==> src/rtl/melody_sequencer_pkg.sv <==
// melody_sequencer_pkg: default sizing and width helpers for the melody step sequencer.
package melody_sequencer_pkg;
    localparam int STEPS_DEF    = 16;
    localparam int VOICES_DEF   = 2;
    localparam int DEG_W_DEF    = 4;
    localparam int STEP_DIV_DEF = 524288;

    function automatic int vw_of(input int voices);
        return (voices > 1) ? $clog2(voices) : 1;
    endfunction
endpackage

==> src/rtl/melody_sequencer_voice.sv <==
// melody_sequencer_voice: one voice's gate/degree step memory with write port and
// registered read of the step that will be current after this edge.
module melody_sequencer_voice
    import melody_sequencer_pkg::*;
#(
    parameter int STEPS = STEPS_DEF,
    parameter int DEG_W = DEG_W_DEF
) (
    input  logic                       clk,
    input  logic                       rst,
    input  logic                       sel,
    input  logic                       set,
    input  logic                       clear,
    input  logic                       deg_wr,
    input  logic [DEG_W-1:0]           deg_in,
    input  logic [$clog2(STEPS)-1:0]   wr_idx,
    input  logic [$clog2(STEPS)-1:0]   rd_idx,
    output logic                       rd_gate,
    output logic                       gate,
    output logic [DEG_W-1:0]           degree
);
    logic [STEPS-1:0] mem_gate;
    logic [DEG_W-1:0] mem_deg [STEPS];
    logic             wr_g, wr_d, hit;
    logic [DEG_W-1:0] rd_deg;

    // Bypass so a write to the step being read shows up on the next cycle.
    always_comb begin
        wr_g    = sel & (set | clear);
        wr_d    = sel & deg_wr;
        hit     = wr_idx == rd_idx;
        rd_gate = (wr_g && hit) ? !clear : mem_gate[rd_idx];
        rd_deg  = (wr_d && hit) ? deg_in : mem_deg[rd_idx];
    end

    always_ff @(posedge clk or posedge rst) begin
        if (rst) begin
            mem_gate <= '0;
            for (int i = 0; i < STEPS; i++) mem_deg[i] <= '0;
            gate     <= 1'b0;
            degree   <= '0;
        end else begin
            if (wr_g) mem_gate[wr_idx] <= !clear;
            if (wr_d) mem_deg[wr_idx] <= deg_in;
            gate   <= rd_gate;
            degree <= rd_deg;
        end
    end
endmodule

==> src/rtl/melody_sequencer.sv <==
// melody_sequencer: multi-voice step sequencer with step divider, runtime loop length and note_on.
// Define MELODY_SEQ_SHORT_GATE_EN for staccato gates (high only in the first half of each step).
module melody_sequencer
    import melody_sequencer_pkg::*;
#(
    parameter int STEPS    = STEPS_DEF,
    parameter int VOICES   = VOICES_DEF,
    parameter int DEG_W    = DEG_W_DEF,
    parameter int STEP_DIV = STEP_DIV_DEF
) (
    input  logic                       clk,
    input  logic                       rst,
    input  logic                       run,
    input  logic [$clog2(STEPS):0]     loop_len,
    input  logic [vw_of(VOICES)-1:0]   voice_sel,
    input  logic                       set,
    input  logic                       clear,
    input  logic                       deg_wr,
    input  logic [DEG_W-1:0]           deg_in,
    output logic [$clog2(STEPS)-1:0]   step_idx,
    output logic                       step_tick,
    output logic [VOICES-1:0]          gate,
    output logic [VOICES*DEG_W-1:0]    degree,
    output logic [VOICES-1:0]          note_on
);
    localparam int SW = $clog2(STEPS);
    localparam int VW = vw_of(VOICES);
    localparam int DW = $clog2(STEP_DIV);

    logic [DW-1:0]     div_cnt, div_nxt;
    logic [SW:0]       eff_len, step_inc;
    logic [SW-1:0]     step_nxt, rd_idx;
    logic              adv;
    logic [VOICES-1:0] rd_gate, gate_q;

    // A shortened loop only takes effect at the next advance, never mid-step.
    always_comb begin
        adv      = run && div_cnt == DW'(STEP_DIV - 1);
        div_nxt  = !run ? div_cnt : adv ? '0 : div_cnt + 1'b1;
        eff_len  = (loop_len == '0 || loop_len > (SW+1)'(STEPS)) ? (SW+1)'(STEPS) : loop_len;
        step_inc = {1'b0, step_idx} + 1'b1;
        step_nxt = (step_inc >= eff_len) ? '0 : step_inc[SW-1:0];
        rd_idx   = adv ? step_nxt : step_idx;
    end

    always_ff @(posedge clk or posedge rst) begin
        if (rst) begin
            div_cnt   <= '0;
            step_idx  <= '0;
            step_tick <= 1'b0;
            note_on   <= '0;
        end else begin
            div_cnt   <= div_nxt;
            if (adv) step_idx <= step_nxt;
            step_tick <= adv;
            note_on   <= adv ? rd_gate : '0;
        end
    end

    for (genvar v = 0; v < VOICES; v++) begin : g_voice
        melody_sequencer_voice #(.STEPS(STEPS), .DEG_W(DEG_W)) u_voice (
            .clk     (clk),
            .rst     (rst),
            .sel     (voice_sel == VW'(v)),
            .set     (set),
            .clear   (clear),
            .deg_wr  (deg_wr),
            .deg_in  (deg_in),
            .wr_idx  (step_idx),
            .rd_idx  (rd_idx),
            .rd_gate (rd_gate[v]),
            .gate    (gate_q[v]),
            .degree  (degree[v*DEG_W +: DEG_W])
        );
    end

`ifdef MELODY_SEQ_SHORT_GATE_EN
    logic first_half;

    always_ff @(posedge clk or posedge rst) begin
        if (rst) first_half <= 1'b1;
        else first_half <= div_nxt < DW'(STEP_DIV / 2);
    end

    assign gate = gate_q & {VOICES{first_half}};
`else
    assign gate = gate_q;
`endif
endmodule

==> config.mk <==
export PLATFORM = sky130hd
export DESIGN_NAME = melody_sequencer
export DESIGN_NICKNAME = d
export VERILOG_FILES = /design/src/rtl/melody_sequencer_pkg.sv /design/src/rtl/melody_sequencer_voice.sv /design/src/rtl/melody_sequencer.sv
export SDC_FILE = /design/constraint.sdc
export NUM_CORES = 1
export LEC_CHECK = 0
export ABC_AREA = 0
export CORE_UTILIZATION = 50
export CTS_CLUSTER_SIZE = 28
export DETAILED_ROUTE_END_ITERATION = 10
export PLACE_DENSITY = 0.78
export SLEW_MARGIN = 20
export SYNTH_ARGS = -nofsm -noshare
export SYNTH_HDL_FRONTEND = slang
export SYNTH_SLANG_ARGS = --single-unit
==> constraint.sdc <==
create_clock -name clk -period 8.8 [get_ports clk]
set_input_delay 1.76 -clock clk [delete_from_list [all_inputs] [get_ports clk]]
set_output_delay 1.76 -clock clk [all_outputs]
set_load 0.05 [all_outputs]
Word-level counts from Yosys, hierarchy flattened:

Cells that the tools add are included.

* word-level logic and storage cells: 99
* register bits: 196
* output and inout port bits: 17

* $add $sub $neg: 2
* bitwise logic cells: 8
* multiplexer cells: 27
* reductions and logical operators: 10
* magnitude comparators: 8
* equality and inequality tests: 2

Operators by type and width (count)
* $bwmux 64: 2
* $mux 4: 9
* $bmux 4 s4: 2
* $bwmux 16: 2
* $add 19x1->19 const B: 1
* $eq 19x19->1 const B: 1
* $mux 19: 1
* $demux 4 s4: 1
* $ge 5x5->1 const B: 2
* $lt 4x5->1 const B: 2
* $not 4->5: 2
* $bmux 1 s4: 2
* $logic_and 1x1->1: 7
* $add 4x1->5 const B: 1
* $ge 5x5->1: 1
* $gt 5x5->1 const B: 1
* $logic_not 5->1: 1
* $lt 5x1->1 const B: 1
* $mux 1: 5
* $mux 5: 1
* $and 1x1->1: 4
* $demux 1 s4: 1
* $eq 4x4->1: 1
* $ge 4x1->1 const B: 1
* other kinds (5): 5

Depth between registers and ports, before layout:

Gate-level depths: netlist (run 1).

* depth after elaboration: 11
* depth in mapped cells: 16
* mapped depth without buffers: 13

Cells and area by module:

From an unflattened synthesis (run 1), not the netlist that was laid out.

* cell total of the unflattened synthesis: 697
* area total of the unflattened synthesis: 9549.2 µm²

By module, submodules not included
* melody_sequencer_voice (g_voice[1].u_voice): cells an instance 282, times used 1, area each 4116.4 µm²
* melody_sequencer_voice (g_voice[0].u_voice): cells an instance 280, times used 1, area each 4072.7 µm²
* melody_sequencer: cells an instance 135, times used 1, area each 1360.1 µm²

Worst setup path after synthesis (run 1):

No wires, ideal clock.

* kind: input to register
* start: input loop_len[0]
* end: register g_voice[0].u_voice.gate
* stages on the path: 15
* data arrival time: 4.947 ns
* library setup time: 0.124 ns
* path slack: 3.729 ns
* buffers on the path: 2
* data required time: 8.676 ns
* cells stage by stage: or4_1 > ha_1 > nand2b_1 > ha_1 > a211oi_1 > o21a_1 > o2111a_1 > nor2_2 > inv_1 > buf_2 > buf_2 > mux2i_1 > mux2i_1 > a22o_1 > or2_1

* longest elaborated chain between the ends: 9

RTL lines
* start, declared: line melody_sequencer.sv:14 `input logic [$clog2(STEPS):0] loop_len,`
* $gt 5x5->1 / $logic_not 5->1 (equally long branches): line melody_sequencer.sv:40 `eff_len = (loop_len == '0 || loop_len > (SW+1)'(STEPS)) ? (SW+1)'(STEPS) : loop_len;`
* $logic_or 1x1->1: line melody_sequencer.sv:40
* $mux 5 *: line melody_sequencer.sv:40
* $ge 5x5->1 *: line melody_sequencer.sv:42 `step_nxt = (step_inc >= eff_len) ? '0 : step_inc[SW-1:0];`
* $mux 4 *: line melody_sequencer.sv:42
* $mux 4 *
* $bmux 1 s4 / $eq 4x4->1 (equally long branches): line melody_sequencer_voice.sv:32, melody_sequencer_voice.sv:31
* $mux 1 (not written as such) / $logic_and 1x1->1 (equally long branches): line melody_sequencer_voice.sv:32 `rd_gate = (wr_g && hit) ? !clear : mem_gate[rd_idx];`
* $mux 1 *: line melody_sequencer_voice.sv:32
* net g_voice[0].u_voice.rd_gate: line melody_sequencer_voice.sv:18 `output logic rd_gate,`
* end signal, assigned: line melody_sequencer_voice.sv:45 `gate <= rd_gate;`
* end, declared: line melody_sequencer_voice.sv:19 `output logic gate,`

The timed path passes the listed nets; every way through them passes the cells marked *. The select of a mux whose other input is x is not followed.
A chain may end at the register's enable or synchronous reset.

Final worst setup path (run 1):

Ends and elaborated chain as after synthesis.

==> results of run 1 <==
-- per-layer routing --
layer	GRT usage, %	wire, um	vias up
met2	39.1	11200	293
li1	-	-	3149
met4	7.55	443	0
met3	5.13	1700	34
met1	33.3	9900	3403
met5	0	0	-
-- power breakdown --
group | switching (mW) | leakage [nW] | total, mW | internal, mW
sequential | 0.0363 | 2.59 | 0.988 | 0.952
clock | 0.354 | 0.302 | 0.837 | 0.483
combinational | 0.112 | 2.03 | 0.187 | 0.0751
total | 0.502 | 4.92 | 2.01 | 1.51
-- per-stage QoR --
stage                     hold slack, ps  setup WS (ps)
after floorplan                      446           1700
after global placement               459           2760
after detailed placement             476           2660
after CTS                            488           3100
after global routing                 502           2840
final                                487           3080
-- worst reg2reg max path: cells and delay by family (launching register included) --
family | cells | cell delay [ps]
multiplexers | 1 | 270
adder cells (fa/ha/maj) | 2 | 560
flip-flops | 1 | 600
buffers and inverters | 1 | 780
AND/OR/NAND/NOR | 4 | 920
AO/OA/AOI/OAI | 5 | 1260
-- worst paths after layout --
check / to / slack (ps) / cells after the start
min reg2reg: div_cnt[18]$_DFFE_PP0P_ / 490 / 1
min in group asynchronous: g_voice[0].u_voice.mem_deg[45]$_DFFE_PP0P_ / 1890 / 2
max: g_voice[0].u_voice.gate$_DFF_PP0_ / 3080 / 14
max in group asynchronous: g_voice[0].u_voice.mem_deg[63]$_DFFE_PP0P_ / 5730 / 4
max reg2reg: g_voice[0].u_voice.gate$_DFF_PP0_ / 4300 / 13
min: div_cnt[18]$_DFFE_PP0P_ / 490 / 1
-- synthesized netlist by cell type, drive strengths merged, types with 3 or more instances --
| cell type | number |
|---|---|
| a2111oi | 4 |
| a211oi | 9 |
| a21oi | 21 |
| a2bb2oi | 5 |
| a311oi | 7 |
| a31oi | 6 |
| a32oi | 6 |
| and3 | 11 |
| buf | 16 |
| clkbuf | 30 |
| dfrtp | 196 |
| ha | 11 |
| inv | 23 |
| mux2 | 136 |
| mux2i | 55 |
| nand2 | 73 |
| nand2b | 4 |
| nand3 | 38 |
| nand4 | 14 |
| nor2 | 78 |
| nor2b | 11 |
| nor3 | 5 |
| o211ai | 8 |
| o21a | 3 |
| o21ai | 33 |
| o31ai | 17 |
| or2 | 4 |
| or4 | 3 |
| xnor2 | 13 |
| xor2 | 4 |
-- final cells by class --
cell class	count	area, um^2
fillers	1538	7980
flip-flops and latches	196	4900
multi-input cells	600	4480
clock buffers	20	437
repair buffers	44	425
well taps	260	325
clock inverters	12	191
inverters	23	96.3
-- flip-flops by register name (all words and copies together), names as in the netlist --
name	cells
note_on	2
div_cnt	19
step_tick	1
step_idx	4
g_voice.u_voice.degree	8
g_voice.u_voice.mem_gate	32
g_voice.u_voice.gate	2
g_voice.u_voice.mem_deg	128
-- kinds of logic (layout without fill, tap and decap cells) --
kind of cell	Yosys count	after routing	share of synthesized area, %
compound gates	134	134	9.74
mux	191	191	21.6
fa+ha+maj	11	11	1.43
buf+inv	69	99	2.98
simple gates	247	247	11.9
xor+xnor	17	17	1.54
flops	196	196	50.8
-- placed cells by master, fill, tap and decap left out, types with 4 or more instances in the layout --
cell type	n
sky130_fd_sc_hd__a211oi_1	8
sky130_fd_sc_hd__a21oi_1	21
sky130_fd_sc_hd__a2bb2oi_1	5
sky130_fd_sc_hd__a311oi_1	7
sky130_fd_sc_hd__a31oi_1	6
sky130_fd_sc_hd__a32oi_1	5
sky130_fd_sc_hd__and3_1	11
sky130_fd_sc_hd__buf_4	11
sky130_fd_sc_hd__bufinv_16	4
sky130_fd_sc_hd__clkbuf_16	17
sky130_fd_sc_hd__clkdlybuf4s50_1	31
sky130_fd_sc_hd__dfrtp_1	196
sky130_fd_sc_hd__ha_1	11
sky130_fd_sc_hd__inv_1	19
sky130_fd_sc_hd__inv_6	4
sky130_fd_sc_hd__mux2_2	136
sky130_fd_sc_hd__mux2i_1	55
sky130_fd_sc_hd__nand2_1	73
sky130_fd_sc_hd__nand2b_1	4
sky130_fd_sc_hd__nand3_1	38
sky130_fd_sc_hd__nand4_1	13
sky130_fd_sc_hd__nor2_1	76
sky130_fd_sc_hd__nor2b_1	11
sky130_fd_sc_hd__nor3_1	4
sky130_fd_sc_hd__o211ai_1	8
sky130_fd_sc_hd__o21ai_0	31
sky130_fd_sc_hd__o31ai_1	17
sky130_fd_sc_hd__xnor2_1	13
sky130_fd_sc_hd__xor2_1	4
==> results.md, run 1 <==
- The flow ran to the end, and the final reports show no timing, DRC or antenna violations.
- At the end of routability-driven placement, the weighted congestion stood at 0.843.
- Max-cap violations in this run came to 0.
- The number of buffers and inverters on the critical path is 2.
- The fraction of the core area covered by cells at the end of the flow is 57.6%.
- Once placement finished, the instance area stood at between 10,000 and 15,000 um^2.
- The largest fanout on the critical path is 48.
- In the global route stage, overall resource usage came out at 24.4%.
- The achievable clock frequency is ~0.17 GHz.
- The clock tree from TritonCTS is yes.
- The region available for standard cell placement spans roughly 19,000 um^2.
- The antenna cell count is 0.
- The final wirelength is 23,200 um.
- The stage delay of the slowest cell on the critical path is around 800 ps.
- Counting every net in the synthesized netlist gives slightly below 900.
- The first global-routing pass estimated approximately 37,000 um of wire.
- The count of nets left with antenna violations once routing finished came out at 0.
- For this run, design rule violations remaining after detail routing come to 0.
- The reg-to-reg startpoint is step_idx[0]$_DFF_PP0_.
- The type of element capturing the critical path is a register.
- For the pin with the worst max-slew slack, the measured transition is about 1100 ps.
- The total via count after detailed routing is 6,879.
- Data on the critical path is required at its endpoint by roughly 9100 ps.
- STA classifies the critical path startpoint as a primary input.
- Among cell families on the critical path, the largest total delay comes from compound AO/OA/AOI/OAI gates.
- The top cell type's share of synthesized area is between 50% and 60%.
- The clock net in this run drives a total of 196 sinks.
- In this run, synthesis inferred 0 flip-flops with an integrated enable.
- In this run, placement finished with an instance count of 1,122.
- The die is ~140 um tall.
- By area the synthesized netlist is led by sky130_fd_sc_hd__dfrtp_1, sky130_fd_sc_hd__mux2_2, sky130_fd_sc_hd__mux2i_1.
- The total number of placement rows is 50.
- For this run, the number of Yosys warnings is 0.
- In this run the power density over the cells is 185 nW/um^2.
- The count of cell types in the netlist is 57.
- The final hold violation count came to 0.
- The synthesized design contains 196 register bits.
- The worst-skew pair later-pin latency is 440 ps.
- The final global-route overflow total is 0.
- After clock tree synthesis, the repair step resized 0 gates.
- The pin count of the biggest net entering global routing is 120.
- The critical path arrival is between 6000 and 7000 ps.
- The maximum VDD drop is ~0.12 mV.
- The max-slew violation count is 0.
- In this run the clock root is driven by a sky130_fd_sc_hd__clkbuf_16.
- The area growth from synthesis to layout is 12.5%.
- The dominant synthesized flop cell is sky130_fd_sc_hd__dfrtp_1.
- The post-route clock period utilization is 65.0%.
- The count of hold buffers inserted by post-cts repair is 0.
- The clock skew after layout is 11.2 ps.
- The number of antenna violations at the first check in global routing is 0.
- Of the cells placed in the final design, the portion with a size suffix greater than 1 is 21.5%.
- Setup violations remaining at the end of the flow were counted as 0.
- The cell seen most often among critical-path stages is sky130_fd_sc_hd__ha_1.
- Measured along the x axis, the die boundary spans around 140 um.
- Pin placement for this block handled 33 I/O pins.
- The worst setup path is of the primary input to register kind.
- Walking the worst path, the cells encountered are clkdlybuf4s50_1 > or4_1 > ha_1 > nand2b_1 > ha_1 > a211oi_1 > o21a_1 > o2111a_1 > nor2_4 > inv_2 > mux2i_1 > a2111oi_0 > o31a_1 > or2_1.
- The design draws 2.01 mW.
- The number of global-route vias before repair came to 6,732.
- For this run, asynchronously set or reset flops after synthesis account for 100%.
- The tightest slew margin relative to the limit is 26.3%.
- After detailed routing, the average wire length per cell comes to 20.1 um.
- Summing all non-filler instances in the final layout gives an area of 10,900 um^2.
- The count of buffers inserted at the top-level ports is 32.
- The post-CTS setup buffer count is 0.
- Using the TritonRoute via totals, the vias-per-cell ratio works out to 5.96.
- The master of the slowest instance on the critical path is sky130_fd_sc_hd__inv_2.
- The share of the yosys chip area belonging to registers is 50.8%.
- The clock-pin slew on the worst setup and hold paths is 70 ps.
- The leakage dissipation is 4.92 nW.
- The first detailed-routing pass took 6 iterations.
- The floorplan die area is approximately 20,000 um^2.
- The final non-filler cell total is 1,155.
- Setup repair after global routing left no endpoint under its margin.
- The final layout contains 909 nets.
- In this run the most critical hold path is launched from div_cnt[18]$_DFFE_PP0P_.
- The detailed-placement wirelength estimate is 15,000 um.
- The source of the critical timing path is loop_len[0].
- The largest area contributor in the synthesized netlist is sky130_fd_sc_hd__dfrtp_1.
- Counting every instance in the synthesized netlist gives 865.
- The smallest clock period supported by the final layout is computed as 5720 ps.
- The H-tree was split into 4 levels.
- No sink is reached through more buffers than the 2 on the longest clock path.
- The mapped netlist covers 9650 um^2.
- The number of clock buffers added by TritonCTS is 17.
- Summed over all failing endpoints, the final setup total negative slack is 0 ps.
- The first-iteration detailed-routing DRC count is between 700 and 800.
- The starting density of the core is roughly half.
- The synthesized area per cell is 11.2 um^2.
- In this run the worst hold path is classified as register to register.
(Power assumes the default switching activity.)
==> run 2, diff against run 1 <==
Settings changed: PLACE_DENSITY 0.78 to 0.81.
Clock period 8.8 ns to 4.8 ns, I/O delays scaled along.
==> run 2 against run 1 <==
  * Non-clock buffer count rose by 17
  * Via count is 1.3% higher
  * Worst hold slack improved by 16 ps
  * Global-route usage grew 0.079 points
  * Clock skew rose by 1.4 ps
==> results.md, run 2 (synthesis results as in run 1) <==
- After detailed routing, no signal wire sits above met4.
- The register with the most flip-flops in the layout has 128 of them.
- Summed over all failing endpoints, the final setup total negative slack is 0 ps.
- The number of cells on the worst reg-to-reg path is 14.
- In this run the power density over the cells is 328 nW/um^2.
- The achievable clock frequency is 0.227 GHz.
- The run finished with clean final reports.
- The final wirelength is 22,700 um.
- The maximum VDD drop is ~0.23 mV.
- The max-slew violation count was 0.
- Once layout is complete, the utilization of the core stands at 58.4%.
- During placement, the flow inserted port buffers numbering 32.
- The register bank with the most flops is g_voice.u_voice.mem_deg.
- In this run, the number of DRC markers left after iteration 0 of detailed routing was 610.
- The initialized floorplan defines 50 standard-cell rows.
- The number of vias per cell after detailed routing is 5.95.
- The clock-pin slew on the worst setup and hold paths is 80 ps.
- Relative to the synthesized area, the layout overhead comes to 13.9%.
- The signal on the critical path passes through clkdlybuf4s50_1 > or4_1 > ha_1 > nand2b_1 > ha_1 > nand2_1 > o21a_1 > o211a_1 > mux2i_1 > inv_1 > buf_4 > a311oi_1 > o21ai_0 > a31oi_1.
- The met2 layer wire length in the routed design is ~11,000 um.
- The fill cell instance count of the final layout is roughly 1,500.
- The total internal power is between 2 and 3 mW.
- The share of final-layout standard cells stronger than drive strength 1 is a little under a quarter.
- The starting density of the core is 51.3%.
- The critical path arrival is 4750 ps.
- The floorplan step defined a die boundary enclosing ~20,000 um^2.
- The critical path starts at loop_len[0].
- The transition time of the tightest slew-check pin is ~900 ps.
- Counting stages on the worst path, the most repeated cell is sky130_fd_sc_hd__ha_1.
- The worst setup path is of the primary input to register kind.
- The global-route wire length before repair is 37,500 um.
- After detailed placement, the total cell area comes to 10,400 um^2.
- At the worst endpoint, the required time is approximately 5200 ps.
- The post-CTS setup buffer count is 0.
- On the critical path, the stage with the largest delay is an instance of sky130_fd_sc_hd__or4_1.
- The combined global-route utilization of all metal layers is 24.5%.
- The die is ~140 um wide.
- The final hold violation count came to 0.
- In this run the critical register-to-register path is captured at g_voice[0].u_voice.degree[1]$_DFF_PP0_.
- The final weighted congestion of routability-driven global placement is 0.938.
- The number of buffers and inverters on the critical path is 3.
- The end of the critical path is g_voice[0].u_voice.degree[1]$_DFF_PP0_.
- The worst setup path is launched from a primary input.
- The largest registers in the layout are g_voice.u_voice.mem_deg (128), g_voice.u_voice.mem_gate (32), div_cnt (19).
- In the layout the commonest cells are sky130_fd_sc_hd__dfrtp_1, sky130_fd_sc_hd__mux2_2, sky130_fd_sc_hd__nor2_1.
- For this run, design rule violations remaining after detail routing come to 0.
- Global routing finished with a remaining overflow of 0.
- The minimum clock period after layout is 4400 ps.
- The number of cells on the critical path is 14.
- The post-detailed-route count of antenna-violating nets is 0.
- The standard cell core area is 18,800 um^2.
- The deepest level of the CTS H-tree is 4.
- The detailed-placement wirelength estimate is between 15,000 and 20,000 um.
- The detailed router put a total of 9700 um of wire on met1.
- For flop-to-flop paths, the worst setup slack is slightly above 900 ps.
- The part of the total power dissipated in sequential elements is 50.2%.
- For this run, the post-layout net count is 926.
- The instance count along the most critical hold path is 1.
- The design area is 11,000 um^2.
- The family with the most delay on the worst path is compound AO/OA/AOI/OAI gates.
- The stage delay of the slowest cell on the critical path is 530 ps.
- The number of global-route vias before repair is a little over 7,000.
- The path class of the tightest hold or removal check is register to register.
- The pre-antenna-repair detailed-routing pass consisted of 5 iterations.
- The die height is ~140 um.
- The final number of setup-violating endpoints is 0.
- On the final layout, the worst clock skew is 12.6 ps.
- The number of resized instances in the post-cts repair step is 0.
- The worst-skew pair later-pin latency is 440 ps.
- The pin count of the biggest net entering global routing is 93.
- TritonCTS built the clock tree.
- The detail-routed net length per standard cell is 19.4 um.
- STA classifies the critical path endpoint as a register.
- The leakage dissipation is 5.01 nW.
- The number of antenna violations at the first check in global routing is 0.
- The top-level I/O count is 33.
- The cell at the root of the clock tree is sky130_fd_sc_hd__clkbuf_16.
- Setup repair after global routing left no endpoint under its margin.
- The antenna cell count is 0.
- The reg-to-reg startpoint is step_idx[1]$_DFF_PP0_.
- The largest fanout on the critical path is 9.
- The combinational share of power is under 10%.
- Of the total power, the share spent switching nets is 27.9%.
- Wire segments on met3 add up to 1550 um in the final route.
- The CTS sink count is 196.
- The worst path uses about nine tenths of the clock period.
- The maximum root-to-sink buffer count is 2.
- The number of violations of the max-capacitance limit is 0.
- Counting the buffers created by CTS gives 17.
- The clock network is responsible for just over 40% of the overall power.
- The commonest non-fill, non-tap cell in the layout is sky130_fd_sc_hd__dfrtp_1.
- Summing over every cut layer, the via total after detailed routing is 6,971.
- The tightest slew margin relative to the limit is 39.1%.
- Buffers inserted to repair hold after CTS numbered 0.
- The reported net switching power is a little over 1 mW.
-- run 2: cell types whose count changed in the layout (fill, tap and decap cells not counted), sizes merged --
cell	previous run	this run
clkbuf	20	17
clkinv	2	7
buf	13	30
bufinv	4	0
inv	28	30
-- run 2: layout make-up --
cell class              count  area [um^2]  area share, %
flip-flops and latches    196         4900           44.6
multi-input cells         600         4470           40.6
repair buffers             61          583           5.30
clock buffers              17          425           3.87
well taps                 260          325           2.96
clock inverters            15          195           1.78
inverters                  23         92.6          0.842
-- run 2: worst min path at each step --
stage,startpoint,end,slack (ps)
floorplan,div_cnt[18]$_DFFE_PP0P_,div_cnt[18]$_DFFE_PP0P_,450
global placement,div_cnt[18]$_DFFE_PP0P_,div_cnt[18]$_DFFE_PP0P_,460
detailed placement,div_cnt[18]$_DFFE_PP0P_,div_cnt[18]$_DFFE_PP0P_,460
CTS,div_cnt[18]$_DFFE_PP0P_,div_cnt[18]$_DFFE_PP0P_,500
global route,g_voice[1].u_voice.mem_deg[2]$_DFFE_PP0P_,g_voice[1].u_voice.mem_deg[2]$_DFFE_PP0P_,530
finish,div_cnt[18]$_DFFE_PP0P_,div_cnt[18]$_DFFE_PP0P_,500
-- run 2: per-stage QoR --
stage | setup slack [ps] | hold WS (ps) | power (mW) | std cells
2_1_floorplan | 529 | 446 | 2.07 | 865
3_3_place_gp | 126 | 459 | 2.18 | 1140
3_5_place_dp | 65.5 | 464 | 2.19 | 1140
4_1_cts | 478 | 502 | 3.63 | 1172
5_1_grt | 267 | 528 | 3.74 | 1172
6_report | 403 | 504 | 3.61 | 1172
-- run 2: per-layer routing --
metal | global-route usage (%) | vias to the layer above
li1 | - | 3178
met3 | 4.76 | 44
met4 | 9.38 | 0
met5 | 0 | -
met2 | 40.0 | 268
met1 | 32.2 | 3481
-- run 2: power groups by stage --
stage | clock network, mW | logic [mW] | registers [mW]
2_1_floorplan | 0 | 0.214 | 1.86
3_3_place_gp | 0 | 0.334 | 1.84
3_5_place_dp | 0 | 0.344 | 1.84
4_1_cts | 1.47 | 0.345 | 1.81
5_1_grt | 1.54 | 0.377 | 1.82
6_report | 1.45 | 0.343 | 1.81
